`src/rtl/ctrl_barrido_less3b_if.sv`:
```
// Scan-control, result and comparator-drive signals of the less-than-3 BIST sequencer.
// slave = sequencer side, master = requester/comparator side.
interface ctrl_barrido_less3b_if;
    logic       start;
    logic       abort;
    logic [2:0] abc_o;
    logic       f_i;
    logic       busy;
    logic       done;
    logic       pass;
    logic [3:0] err_count;
    logic [7:0] tabla;
    logic [2:0] first_err_code;
    logic       err_flag;

    modport master (
        output start, abort, f_i,
        input  abc_o, busy, done, pass, err_count, tabla, first_err_code, err_flag
    );

    modport slave (
        input  start, abort, f_i,
        output abc_o, busy, done, pass, err_count, tabla, first_err_code, err_flag
    );
endinterface

```
`src/rtl/ctrl_barrido_less3b.sv`:
```
// BIST sequencer sweeping all 8 codes of the less-than comparator; CTRL_BARRIDO_LESS3B_LFSR_EN selects LFSR visit order.
// Latency: 8*(SETTLE_CYCLES+1) cycles from accepted start to the one-cycle done pulse.
// Backpressure: none; start is ignored while busy, abort cancels the scan at the next edge.
module ctrl_barrido_less3b #(
    parameter int SETTLE_CYCLES = 1,
    parameter int THRESH        = 3
) (
    input  logic                       clk,
    input  logic                       rst,
    ctrl_barrido_less3b_if.slave       bus
);

    typedef enum logic [1:0] {
        IDLE   = 2'd0,
        SETTLE = 2'd1,
        SAMPLE = 2'd2
    } state_t;

    localparam logic [3:0] THRESH_L    = 4'(THRESH);
    localparam logic [3:0] SETTLE_LAST = 4'(SETTLE_CYCLES - 1);
    localparam bool_settle_skip_dummy  = 0;
    localparam state_t     HOLD_STATE  = (SETTLE_CYCLES == 0) ? SAMPLE : SETTLE;

`ifdef CTRL_BARRIDO_LESS3B_LFSR_EN
    localparam logic [2:0] LAST_CODE = 3'd4;
`else
    localparam logic [2:0] LAST_CODE = 3'd7;
`endif

    state_t     state_q, state_d;
    logic [3:0] settle_cnt_q;

    logic [2:0] abc_q;
    logic       done_q;
    logic       pass_q;
    logic [3:0] err_count_q;
    logic [7:0] tabla_q;
    logic [2:0] first_err_code_q;
    logic       err_flag_q;

    logic       busy_c;
    logic       accept_c;
    logic       cancel_c;
    logic       capture_c;
    logic       mismatch_c;
    logic       last_c;
    logic [3:0] err_cnt_nxt_c;
    logic [2:0] code_nxt_c;

    // State register and settle counter
    always_ff @(posedge clk) begin
        if (rst) begin
            state_q      <= IDLE;
            settle_cnt_q <= 4'd0;
        end else begin
            state_q <= state_d;
            if (state_q == SETTLE && state_d == SETTLE) begin
                settle_cnt_q <= settle_cnt_q + 4'd1;
            end else begin
                settle_cnt_q <= 4'd0;
            end
        end
    end

    // Next-state logic
    always_comb begin
        state_d = state_q;
        case (state_q)
            IDLE: begin
                if (bus.start && !bus.abort) begin
                    state_d = HOLD_STATE;
                end
            end
            SETTLE: begin
                if (bus.abort) begin
                    state_d = IDLE;
                end else if (settle_cnt_q == SETTLE_LAST) begin
                    state_d = SAMPLE;
                end
            end
            SAMPLE: begin
                if (bus.abort || abc_q == LAST_CODE) begin
                    state_d = IDLE;
                end else begin
                    state_d = HOLD_STATE;
                end
            end
            default: state_d = IDLE;
        endcase
    end

    // Output / strobe decode
    always_comb begin
        busy_c        = (state_q != IDLE);
        accept_c      = (state_q == IDLE) && bus.start && !bus.abort;
        cancel_c      = busy_c && bus.abort;
        capture_c     = (state_q == SAMPLE) && !bus.abort;
        mismatch_c    = (bus.f_i != ({1'b0, abc_q} < THRESH_L));
        last_c        = (abc_q == LAST_CODE);
        err_cnt_nxt_c = err_count_q + {3'b000, mismatch_c};
`ifdef CTRL_BARRIDO_LESS3B_LFSR_EN
        // Code 0 is visited first and then seeds the LFSR, so every scan restarts the sequence.
        if (abc_q == 3'd0) begin
            code_nxt_c = 3'b001;
        end else begin
            code_nxt_c = {abc_q[1:0], abc_q[2] ^ abc_q[1]};
        end
`else
        code_nxt_c = abc_q + 3'd1;
`endif
    end

    // Result datapath
    always_ff @(posedge clk) begin
        if (rst) begin
            abc_q            <= 3'd0;
            done_q           <= 1'b0;
            pass_q           <= 1'b0;
            err_count_q      <= 4'd0;
            tabla_q          <= 8'd0;
            first_err_code_q <= 3'd0;
            err_flag_q       <= 1'b0;
        end else begin
            done_q <= 1'b0;
            if (accept_c) begin
                abc_q            <= 3'd0;
                pass_q           <= 1'b0;
                err_count_q      <= 4'd0;
                tabla_q          <= 8'd0;
                first_err_code_q <= 3'd0;
                err_flag_q       <= 1'b0;
            end else if (cancel_c) begin
                abc_q  <= 3'd0;
                pass_q <= 1'b0;
            end else if (capture_c) begin
                tabla_q[abc_q] <= bus.f_i;
                err_count_q    <= err_cnt_nxt_c;
                if (mismatch_c && !err_flag_q) begin
                    first_err_code_q <= abc_q;
                    err_flag_q       <= 1'b1;
                end
                if (last_c) begin
                    abc_q  <= 3'd0;
                    done_q <= 1'b1;
                    pass_q <= (err_cnt_nxt_c == 4'd0);
                end else begin
                    abc_q <= code_nxt_c;
                end
            end
        end
    end

    assign bus.abc_o          = abc_q;
    assign bus.busy           = busy_c;
    assign bus.done           = done_q;
    assign bus.pass           = pass_q;
    assign bus.err_count      = err_count_q;
    assign bus.tabla          = tabla_q;
    assign bus.first_err_code = first_err_code_q;
    assign bus.err_flag       = err_flag_q;

    a_done_not_busy: assert property (@(posedge clk) disable iff (rst) done_q |-> !busy_c);
    a_err_bounded:   assert property (@(posedge clk) disable iff (rst) err_count_q <= 4'd8);
    a_pass_clean:    assert property (@(posedge clk) disable iff (rst) pass_q |-> (err_count_q == 4'd0));

endmodule
```
`src/flat_wrapper.sv`:
```
// flat-port wrapper written by rule: the top's interface ports become plain ports
module ctrl_barrido_less3b_flat 
#(
    parameter int SETTLE_CYCLES = 1,
    parameter int THRESH        = 3
)
  (clk, rst, bus_start, bus_abort, bus_f_i, bus_abc_o, bus_busy, bus_done, bus_pass, bus_err_count, bus_tabla, bus_first_err_code, bus_err_flag);
  ctrl_barrido_less3b_if bus_i ();
  input  logic clk;
  input  logic rst;
  input wire logic [$bits(bus_i.start)-1:0] bus_start;
  input wire logic [$bits(bus_i.abort)-1:0] bus_abort;
  input wire logic [$bits(bus_i.f_i)-1:0] bus_f_i;
  output wire logic [$bits(bus_i.abc_o)-1:0] bus_abc_o;
  output wire logic [$bits(bus_i.busy)-1:0] bus_busy;
  output wire logic [$bits(bus_i.done)-1:0] bus_done;
  output wire logic [$bits(bus_i.pass)-1:0] bus_pass;
  output wire logic [$bits(bus_i.err_count)-1:0] bus_err_count;
  output wire logic [$bits(bus_i.tabla)-1:0] bus_tabla;
  output wire logic [$bits(bus_i.first_err_code)-1:0] bus_first_err_code;
  output wire logic [$bits(bus_i.err_flag)-1:0] bus_err_flag;
  assign bus_i.start = bus_start;
  assign bus_i.abort = bus_abort;
  assign bus_i.f_i = bus_f_i;
  assign bus_abc_o = bus_i.abc_o;
  assign bus_busy = bus_i.busy;
  assign bus_done = bus_i.done;
  assign bus_pass = bus_i.pass;
  assign bus_err_count = bus_i.err_count;
  assign bus_tabla = bus_i.tabla;
  assign bus_first_err_code = bus_i.first_err_code;
  assign bus_err_flag = bus_i.err_flag;
  ctrl_barrido_less3b #(.SETTLE_CYCLES(SETTLE_CYCLES), .THRESH(THRESH)) u_core (.clk(clk), .rst(rst), .bus(bus_i));
endmodule
```
`config.mk`:
```
export PLATFORM = sky130hd
export DESIGN_NAME = ctrl_barrido_less3b_flat
export DESIGN_NICKNAME = d
export VERILOG_FILES = /design/src/rtl/ctrl_barrido_less3b_if.sv /design/src/rtl/ctrl_barrido_less3b.sv /design/src/flat_wrapper.sv
export SDC_FILE = /design/constraint.sdc
export NUM_CORES = 1
export LEC_CHECK = 0
export CORE_AREA = 2 2 51 58
export CTS_BUF_LIST = sky130_fd_sc_hd__clkbuf_4 sky130_fd_sc_hd__clkbuf_8
export CTS_CLUSTER_SIZE = 10
export DETAILED_ROUTE_END_ITERATION = 10
export DIE_AREA = 0 0 53 60
export PLACE_DENSITY_LB_ADDON = 0.25
export SYNTH_ARGS = -nofsm -noshare
export SYNTH_HDL_FRONTEND = slang
export SYNTH_SLANG_ARGS = --single-unit
```
`constraint.sdc`:
```
create_clock -name clk -period 6 [get_ports clk]
set_input_delay 0.6 -clock clk [delete_from_list [all_inputs] [get_ports clk]]
set_output_delay 0.6 -clock clk [all_outputs]
set_load 0.03 [all_outputs]
```
==> run metrics <==
clk slew on worst S/H paths 0.14 ns; Hold Buf Count CTS 0; routed wire length 2.52 mm; # Max-Cap Violations 0; initial core utilization 47.1%; Unique masters post-synth 33; DRC 0; Syn-to-layout area delta 24.7%; die area 3180 µm²; DR vias 1057; first-pass GRT wire length 4.40 mm; CTS root buffer clkbuf_4; placed inst area 1520 µm²; row count 20; Congestion Overflow GR 0; Fmax 381 MHz; vias in the first global route 1057; hpwl dp 1.82 mm; GR Util met2 33.6%; CTS Buf Count 3; setup TNS 0 ns; Final Max Slew Viols 0; CP max-delay cell clkdlybuf4s50_1; core area 2630 µm²; CTS tree built; GP Congestion 0.757; n_diodes 0; critical-path maximum fanout 10; die width around 53 µm; WL per Instance 12.9 µm; power density cells 180 nW/µm²; crit-path cells clkdlybuf4s50_1 > xnor2_1 > inv_1 > ha_1 > ha_1 > or4_1 > o22ai_1; WP data required between 6 and 7 ns; TritonCTS Sinks 27; post-CTS setup buffer count 0; post-cts gate resize count 0; syn_area_per_cell 8.91 µm²; cells taking the most area after synthesis dfxtp_1 (44%), mux2i_1 (6.5%), nor2_1 (6.4%), ha_1 (6.1%), nand2_1 (4.8%); Min-Delay Path Class register to register; H-tree levels 1; GRT Total Usage 18.3%; Data arrival, critical path approximately 2.9 ns; Setup Crit Path Kind primary input to register; initial antenna violation count 0; largest stage delay on the critical path 0.58 ns; Total Nets Final about 170; Ports 27; pin count of the biggest net entering global routing 15; status completed; min Tclk post-route 2.62 ns; synthesized area ~1200 µm²; most frequent CP cell ha_1; met1 Usage GRT 21.8%; worst vdd ir 0.000118 V; Tcrit/Tclk final a little over two fifths; number of antenna-violating nets in the routed design 0; Final Skew between 0.002 and 0.0025 ns; top-area cell type share of the netlist area ~44%; RSZ-0062 raised after global routing false; YS warnings 0; endpoints failing hold 0; worst-margin pin slew 0.612 ns; hold_ws 0.480 ns; Chip Height 60 µm; PortBufs 26; top_reg_cell synth dfxtp_1; worst slack, placed 3.07 ns; nature of the critical path endpoint register; most common cell after layout, fill and taps aside dfxtp_1; first drt pass iteration count 4; largest area contributor in the netlist dfxtp_1; met3 GRT Util 2.25%; Vias/cell 5.42; clock buffer depth 2; share of cells above drive strength 1 under 10%; post-layout util 58.8%; # setup viols final 0; WP buf/inv 2; Critical Path Start Type primary input; relative slew slack 58.6%; Post-Synthesis Cells 139; Post-Syn Nets 150; crit-path leading delay family buffers and inverters; number of flops mapped to enable cells by yosys 0; most frequent cells in the layout dfxtp_1 (27), clkdlybuf4s50_1 (26), nor2_1 (21); number of DRC markers in iteration 0 25; cell area after layout about 1500 µm²; Seq/Total Area, Yosys 43.6%; static leakage 0.000569 µW; post-synthesis register bit count 27; setup ws final 3.38 ns; async set-reset flop share out of synthesis 0%; Most Crowded Layer GR met2; Worst-Skew Late Latency 0.31 ns
cell families (layout without fill, tap and decap cells):
kind of cell	count (synthesis)	in the layout	share of synthesized area, %
AND/OR/NAND/NOR	64	64	27.6
flip-flops	27	27	43.6
AO/OA/AOI/OAI	17	17	8.89
buffers and inverters	12	35	3.84
multiplexers	8	8	6.46
adder cells (fa/ha/maj)	6	6	6.06
XOR/XNOR	5	5	3.54
sequential cells by signal (all words and copies together), names as in the netlist:
signal                     cells
u_core.bus.err_flag            1
u_core.bus.err_count           4
u_core.bus.done                1
u_core.bus.tabla               8
u_core.bus.pass                1
u_core.bus.abc_o               3
u_core.settle_cnt_q            4
u_core.bus.first_err_code      3
u_core.state_q                 2
cell type report:
cell class              instances  area, µm²
fillers                       261       1080
multi-input cells             100        651
flip-flops and latches         27        541
repair buffers                 27        268
well taps                      33       41.3
clock buffers                   4       30.0
inverters                       4       15.0
cells in the mapped netlist (3+ instances only):
cell type / n
nand2_1: 16
nand4_1: 5
xor2_1: 3
nor2_1: 21
clkbuf_1: 5
inv_1: 4
dfxtp_1: 27
mux2i_1: 8
o311ai_0: 3
a21oi_1: 8
ha_1: 6
layer usage:
layer | up-vias | share of wire, %
met3 | 2 | 4.7
met1 | 496 | 44
li1 | 534 | -
met4 | 0 | 0.71
met5 | - | 0
met2 | 25 | 50
power by group:
part | switching, µW | internal (µW) | total (µW)
registers | 1.15 | 180 | 181
logic | 9.95 | 6.43 | 16.4
clock network | 50.2 | 30.4 | 80.6
total | 61.3 | 217 | 278
through the flow:
step,power (µW),cells
after floorplan,195,139
after global placement,201,191
after detailed placement,201,191
after CTS,282,195
after global routing,291,195
final,278,195
worst paths after layout:
| kind | depth (start not counted) | endpoint | start | slack (ns) |
|---|---|---|---|---|
| worst min register to register | 2 | u_core.bus.pass | u_core.bus.pass | 0.48 |
| worst max-delay path | 7 | u_core.bus.pass | bus_f_i | 3.38 |
| worst max register to register | 7 | u_core.bus.pass | u_core.bus.abc_o[0] | 3.51 |
| worst min-delay path | 2 | u_core.bus.pass | u_core.bus.pass | 0.48 |
worst reg2reg max path, stage by stage (launching register included):
cell	delay [ns]
dfxtp_1	0.65
a21oi_1	0.15
xnor2_1	0.32
inv_1	0.15
ha_1	0.25
ha_1	0.30
or4_1	0.50
o22ai_1	0.11
Note: power is estimated with default switching activity, not from simulation.
